### src/rtl/router_pkg.sv
// router_pkg: shared FSM states, address constants and header helpers for the router packet source.
package router_pkg;
  localparam int ADDR_W = 2;
  localparam logic [ADDR_W-1:0] ILLEGAL_ADDR = 2'b11;
  typedef enum logic [2:0] {IDLE, HEADER, PAYLOAD, PARITY, GAP} state_t;
  function automatic logic [7:0] hdr_pack(input logic [5:0] len, input logic [ADDR_W-1:0] addr);
    return {len, addr};
  endfunction
  function automatic logic [ADDR_W-1:0] hdr_addr(input logic [7:0] hdr);
    return hdr[ADDR_W-1:0];
  endfunction
  function automatic logic [5:0] hdr_len(input logic [7:0] hdr);
    return hdr[7:ADDR_W];
  endfunction
endpackage

### src/rtl/router_pkt_tx.sv
// router_pkt_tx: emits header/payload/parity packets toward the router, stalling on busy.
// Optional ROUTER_TX_PARITY_ERR_EN adds req_bad_parity to corrupt the parity byte on demand.
module router_pkt_tx
  import router_pkg::*;
#(
  parameter int DATA_W     = 8,
  parameter int LEN_W      = 6,
  parameter int GAP_CYCLES = 2
) (
  input  logic              clock,
  input  logic              resetn,
  input  logic              req_valid,
  output logic              req_ready,
  input  logic [ADDR_W-1:0] req_addr,
  input  logic [LEN_W-1:0]  req_len,
  input  logic [DATA_W-1:0] req_seed,
`ifdef ROUTER_TX_PARITY_ERR_EN
  input  logic              req_bad_parity,
`endif
  input  logic              busy,
  output logic              pkt_valid,
  output logic [DATA_W-1:0] data_out,
  output logic              done,
  output logic              err,
  output logic [15:0]       pkt_count
);
  localparam logic [LEN_W-1:0] LEN_ONE = LEN_W'(1);
  localparam logic [3:0] GAP_LAST = 4'(GAP_CYCLES - 1);
  state_t state, state_n;
  logic [ADDR_W-1:0] addr_q, addr_n;
  logic [LEN_W-1:0] len_q, len_n, cnt, cnt_n;
  logic [DATA_W-1:0] pay, pay_n, par, par_n, data_n;
  logic [3:0] gap, gap_n;
  logic [15:0] count_n;
  logic bad_q, bad_n, bad_in, done_n, err_n, pv_n, ready_n;
`ifdef ROUTER_TX_PARITY_ERR_EN
  assign bad_in = req_bad_parity;
`else
  assign bad_in = 1'b0;
`endif
  always_comb begin
    state_n = state;
    addr_n  = addr_q;
    len_n   = len_q;
    cnt_n   = cnt;
    pay_n   = pay;
    par_n   = par;
    gap_n   = gap;
    bad_n   = bad_q;
    done_n  = 1'b0;
    err_n   = 1'b0;
    count_n = pkt_count;
    case (state)
      IDLE: if (req_valid && req_ready) begin
        if (req_addr == ILLEGAL_ADDR || req_len == '0) begin
          done_n = 1'b1;
          err_n  = 1'b1;
        end else begin
          state_n = HEADER;
          addr_n  = req_addr;
          len_n   = req_len;
          pay_n   = req_seed;
          par_n   = {req_len, req_addr};
          bad_n   = bad_in;
        end
      end
      HEADER: if (!busy) begin
        state_n = PAYLOAD;
        cnt_n   = len_q;
      end
      PAYLOAD: if (!busy) begin
        par_n   = par ^ pay;
        pay_n   = pay + 1'b1;
        cnt_n   = cnt - 1'b1;
        state_n = (cnt == LEN_ONE) ? PARITY : PAYLOAD;
      end
      PARITY: if (!busy) begin
        done_n  = 1'b1;
        count_n = pkt_count + 16'd1;
        gap_n   = '0;
        state_n = (GAP_CYCLES == 0) ? IDLE : GAP;
      end
      GAP: begin
        gap_n   = gap + 4'd1;
        state_n = (gap == GAP_LAST) ? IDLE : GAP;
      end
      default: state_n = IDLE;
    endcase
  end
  // Outputs are registered from next-state values, so they hold while busy stalls the FSM.
  always_comb begin
    pv_n    = state_n == HEADER || state_n == PAYLOAD;
    ready_n = state_n == IDLE && !done_n;
    data_n  = state_n == HEADER  ? {len_n, addr_n} :
              state_n == PAYLOAD ? pay_n :
              state_n == PARITY  ? par_n ^ {{(DATA_W-1){1'b0}}, bad_n} : '0;
  end
  always_ff @(posedge clock) begin
    if (!resetn) begin
      state     <= IDLE;
      addr_q    <= '0;
      len_q     <= '0;
      cnt       <= '0;
      pay       <= '0;
      par       <= '0;
      gap       <= '0;
      bad_q     <= 1'b0;
      done      <= 1'b0;
      err       <= 1'b0;
      pkt_count <= '0;
      pkt_valid <= 1'b0;
      data_out  <= '0;
      req_ready <= 1'b0;
    end else begin
      state     <= state_n;
      addr_q    <= addr_n;
      len_q     <= len_n;
      cnt       <= cnt_n;
      pay       <= pay_n;
      par       <= par_n;
      gap       <= gap_n;
      bad_q     <= bad_n;
      done      <= done_n;
      err       <= err_n;
      pkt_count <= count_n;
      pkt_valid <= pv_n;
      data_out  <= data_n;
      req_ready <= ready_n;
    end
  end
endmodule

### config.mk
export PLATFORM = sky130hd
export DESIGN_NAME = router_pkt_tx
export DESIGN_NICKNAME = d
export VERILOG_FILES = /design/src/rtl/router_pkg.sv /design/src/rtl/router_pkt_tx.sv
export SDC_FILE = /design/constraint.sdc
export NUM_CORES = 1
export LEC_CHECK = 0
export BUFFER_PORTS_ARGS = -buffer_cell sky130_fd_sc_hd__clkbuf_2
export CAP_MARGIN = 15
export CORE_MARGIN = 2
export CORE_UTILIZATION = 51
export DETAILED_ROUTE_END_ITERATION = 8
export MAX_ROUTING_LAYER = met4
export PLACE_DENSITY = 0.75
export SYNTH_ARGS = -nofsm -noshare
export SYNTH_HDL_FRONTEND = slang
export SYNTH_SLANG_ARGS = --single-unit
### constraint.sdc
create_clock -name clock -period 2.28 [get_ports clock]
set_clock_uncertainty 0.2 [all_clocks]
set_input_delay 0.456 -clock clock [delete_from_list [all_inputs] [get_ports clock]]
set_output_delay 0.456 -clock clock [all_outputs]
set_load 0.005 [all_outputs]
==> impl_metrics.ini <==
[layout]
regArea_mm2 = 0.00133
drive_gt1_share_pct = 30.5
final_cells = 599
syn2layout_area_growth_pct = 32.0
multiInputGateArea_mm2 = 0.00197
fillCellCount = 526
diodes = 0
finalNetCount = 543
final_cell_area_mm2 = 0.00437

[worst_setup_path]
crit_chain = clkbuf_2 -> or4_4 -> o31ai_4 -> nor2_1 -> a2bb2oi_1 -> a21oi_1 -> o311a_1
crit_family = compound AO/OA/AOI/OAI gates
crit_path_top_delay_cell = or4_4
cp-end-kind = flop
required_ps = 2300
worst-endpoint-arrival_ps = 2230
cp_max_fo = 5
slowest_delay_ps = 570
cp-start-kind = primary input
crit_buf_inv = 1
path_class = primary input to flop

[place]
dpl.hpwl_um = 6730
placed_cell_area_mm2 = 0.00409
pre_cts_ws_ps = -342
gp_congestion = 0.969
dp.cells = 580
io_buffers = 47

[pwr]
internal_power_w = 0.00178
seqPwrFrac_pct = 49.2
power.share.clock_pct = 34.4
switchingPower_w = 0.000737
cellLeakagePower_nw = 1.86
power_frac_comb_pct = 16.5
vdd_drop_max_mv = 0.477
power_density_mw_per_mm2 = 577
switching_share_pct = 29.2

[clocking]
hold_buffers = 0
clock-root-buffer = clkbuf_8
cts_tree = built
h-tree-depth = 3
insertion_delay_ps = 340
cts.sinks = 66
clock_path_buffers = 2
path_clk_slew_ps = 80
numCtsBuffers = 9

[grt]
track_usage_pct = 27.8
grt_pass1_vias = 3203
antenna_found_initial = 0
grt_pass1_wl_um = 15300
overflow = 0
grt_max_degree = 49

[drt]
dr_total_vias = 3439
first_iter_violations = 227
drc = 0
dr.pass1.iters = 5
antenna_left = 0
vias_per_cell = 5.74
wl_um = 9350
wl_per_cell_um = 15.6

[sta]
period_share_pct = 97.0
worstMarginPinSlew_ps = 408
rsz0062_at_grt = true
fin_tns_setup_ps = 0
setup_viol_count_final = 0
relSlewSlack_pct = 72.7
layout_min_cycle_time_ps = 2210
max_freq_mhz = 452
worst_slack_ps = 68.1
slew_viol_final = 0
finalHoldViolCount = 0

[logic_synthesis]
yosysMostFrequentCell = dfxtp_1
synth.distinct_cells = 55
yosysSeqAreaShare_pct = 39.9
synthCells = 408
synth_area_leaders = dfxtp_1 (40%), nor2_1 (6.5%), nand2_1 (5.4%), a21oi_1 (4.8%), xor2_1 (4.2%)
synth_seq_cells = 66
synth-async-reset-ratio_pct = 0
yosys.area.top_type = dfxtp_1
synth_ff_type = dfxtp_1
yosys-top-cells-count = dfxtp_1 (66), nor2_1 (57), nand2_1 (48)
syn_avg_cell_area_um2 = 8.12
synth_nets = 434
syn_area_mm2 = 0.00331
yosys_warnings = 0
synth_edf_count = 0
post-synth-top-area-fraction_pct = 39.9

[floorplan]
io-pin-count = 48
design.core.area_mm2 = 0.00631
fp-row-count = 29
die_area_mm2 = 0.00715
initial_core_util_pct = 52.5
die_h_um = 84.6
dieWidth_um = 84.6

[outcome]
status = completed

[hold_path]
hp-class = primary input to flop

[run]
max_cap_violations = 0
[cell families after synthesis]
group | Yosys count | share of synthesized area [%]
flops | 66 | 39.9
xor+xnor | 23 | 6.08
simple gates | 185 | 27.7
compound gates | 98 | 19.5
fa+ha+maj | 6 | 2.27
mux | 4 | 1.25
buf+inv | 26 | 3.25
[worst paths after layout]
path	slack (ps)	cells after the start	endpoint	startpoint
min reg2reg	260	2	cnt[1]$_SDFFE_PN0P_	cnt[1]$_SDFFE_PN0P_
min	180	3	pay[1]$_SDFF_PN0_	req_seed[1]
max reg2reg	80	5	data_out[5]$_SDFF_PN0_	state[2]$_SDFF_PN0_
max	70	7	data_out[6]$_SDFF_PN0_	req_len[3]
[routing by layer]
layer,up-vias,GRT usage (%),part of all wire (%),wire [um]
met1,1589,35.6,45,4180
met3,26,4.33,6.8,639
met2,143,43.2,45,4200
met4,0,12.6,3.5,329
met5,-,-,0,0
li1,1681,-,-,-
[worst register-to-register path: stages, from the launching register on]
cell	delay [ps]
dfxtp_1	350
or4b_1	600
or3_1	440
xor2_1	150
nor2_1	60
o311a_1	310
[power groups by stage]
stage / logic, W / clock network (W) / registers (W)
floorplan: 0.000213 / 0 / 0.00125
finish: 0.000415 / 0.000866 / 0.00124
CTS: 0.000399 / 0.000873 / 0.00124
detailed placement: 0.000395 / 0 / 0.00126
global route: 0.000450 / 0.000941 / 0.00124
global placement: 0.000391 / 0 / 0.00126
[flip-flops by register name, indices dropped and copies added (netlist names), 2 cells and up]
register / count
pay: 8
data_out: 8
cnt: 6
addr_q: 2
state: 3
pkt_count: 16
len_q: 6
par: 8
gap: 4
[stage by stage]
step | power (W) | hold slack [ps] | util [%]
finish | 0.00252 | 180 | 69.2
global route | 0.00264 | 196 | 69.2
CTS | 0.00251 | 176 | 67.7
detailed placement | 0.00166 | 255 | 64.8
global placement | 0.00165 | 247 | 64.8
floorplan | 0.00147 | 237 | -
[final cells by class]
type	instances	area share [%]
multi-input combinational	316	45.0
clock buffer	9	2.83
clock inverter	7	1.06
tap	77	2.20
sequential	66	30.3
timing repair buffer	117	17.9
inverter	7	0.601
[cell usage in the layout (no fill, tap or decap), types with 4 or more instances in the layout]
master     n
ha_1       6
o21a_1     5
nand4_1    7
clkbuf_2  47
nand2_1   48
inv_1      7
o22ai_1   11
dfxtp_1   64
a31oi_1    6
buf_4     66
a21oi_1   32
xor2_1    16
nand2b_1   4
xnor2_1    6
o21ai_0   13
nor3_1    13
and2_1     4
clkbuf_8   9
and3_1     6
or3_1      5
nor2_1    54
nand3_1   16
o311a_1    5
[repair_timing]
item | in CTS | in global routing
gates resized for setup | 3 | 17
setup endpoints to repair | 3 | 10
cloned | 0 | 0
pin swaps | 0 | 3
setup buffers | 0 | 3
(Power assumes the default switching activity.)
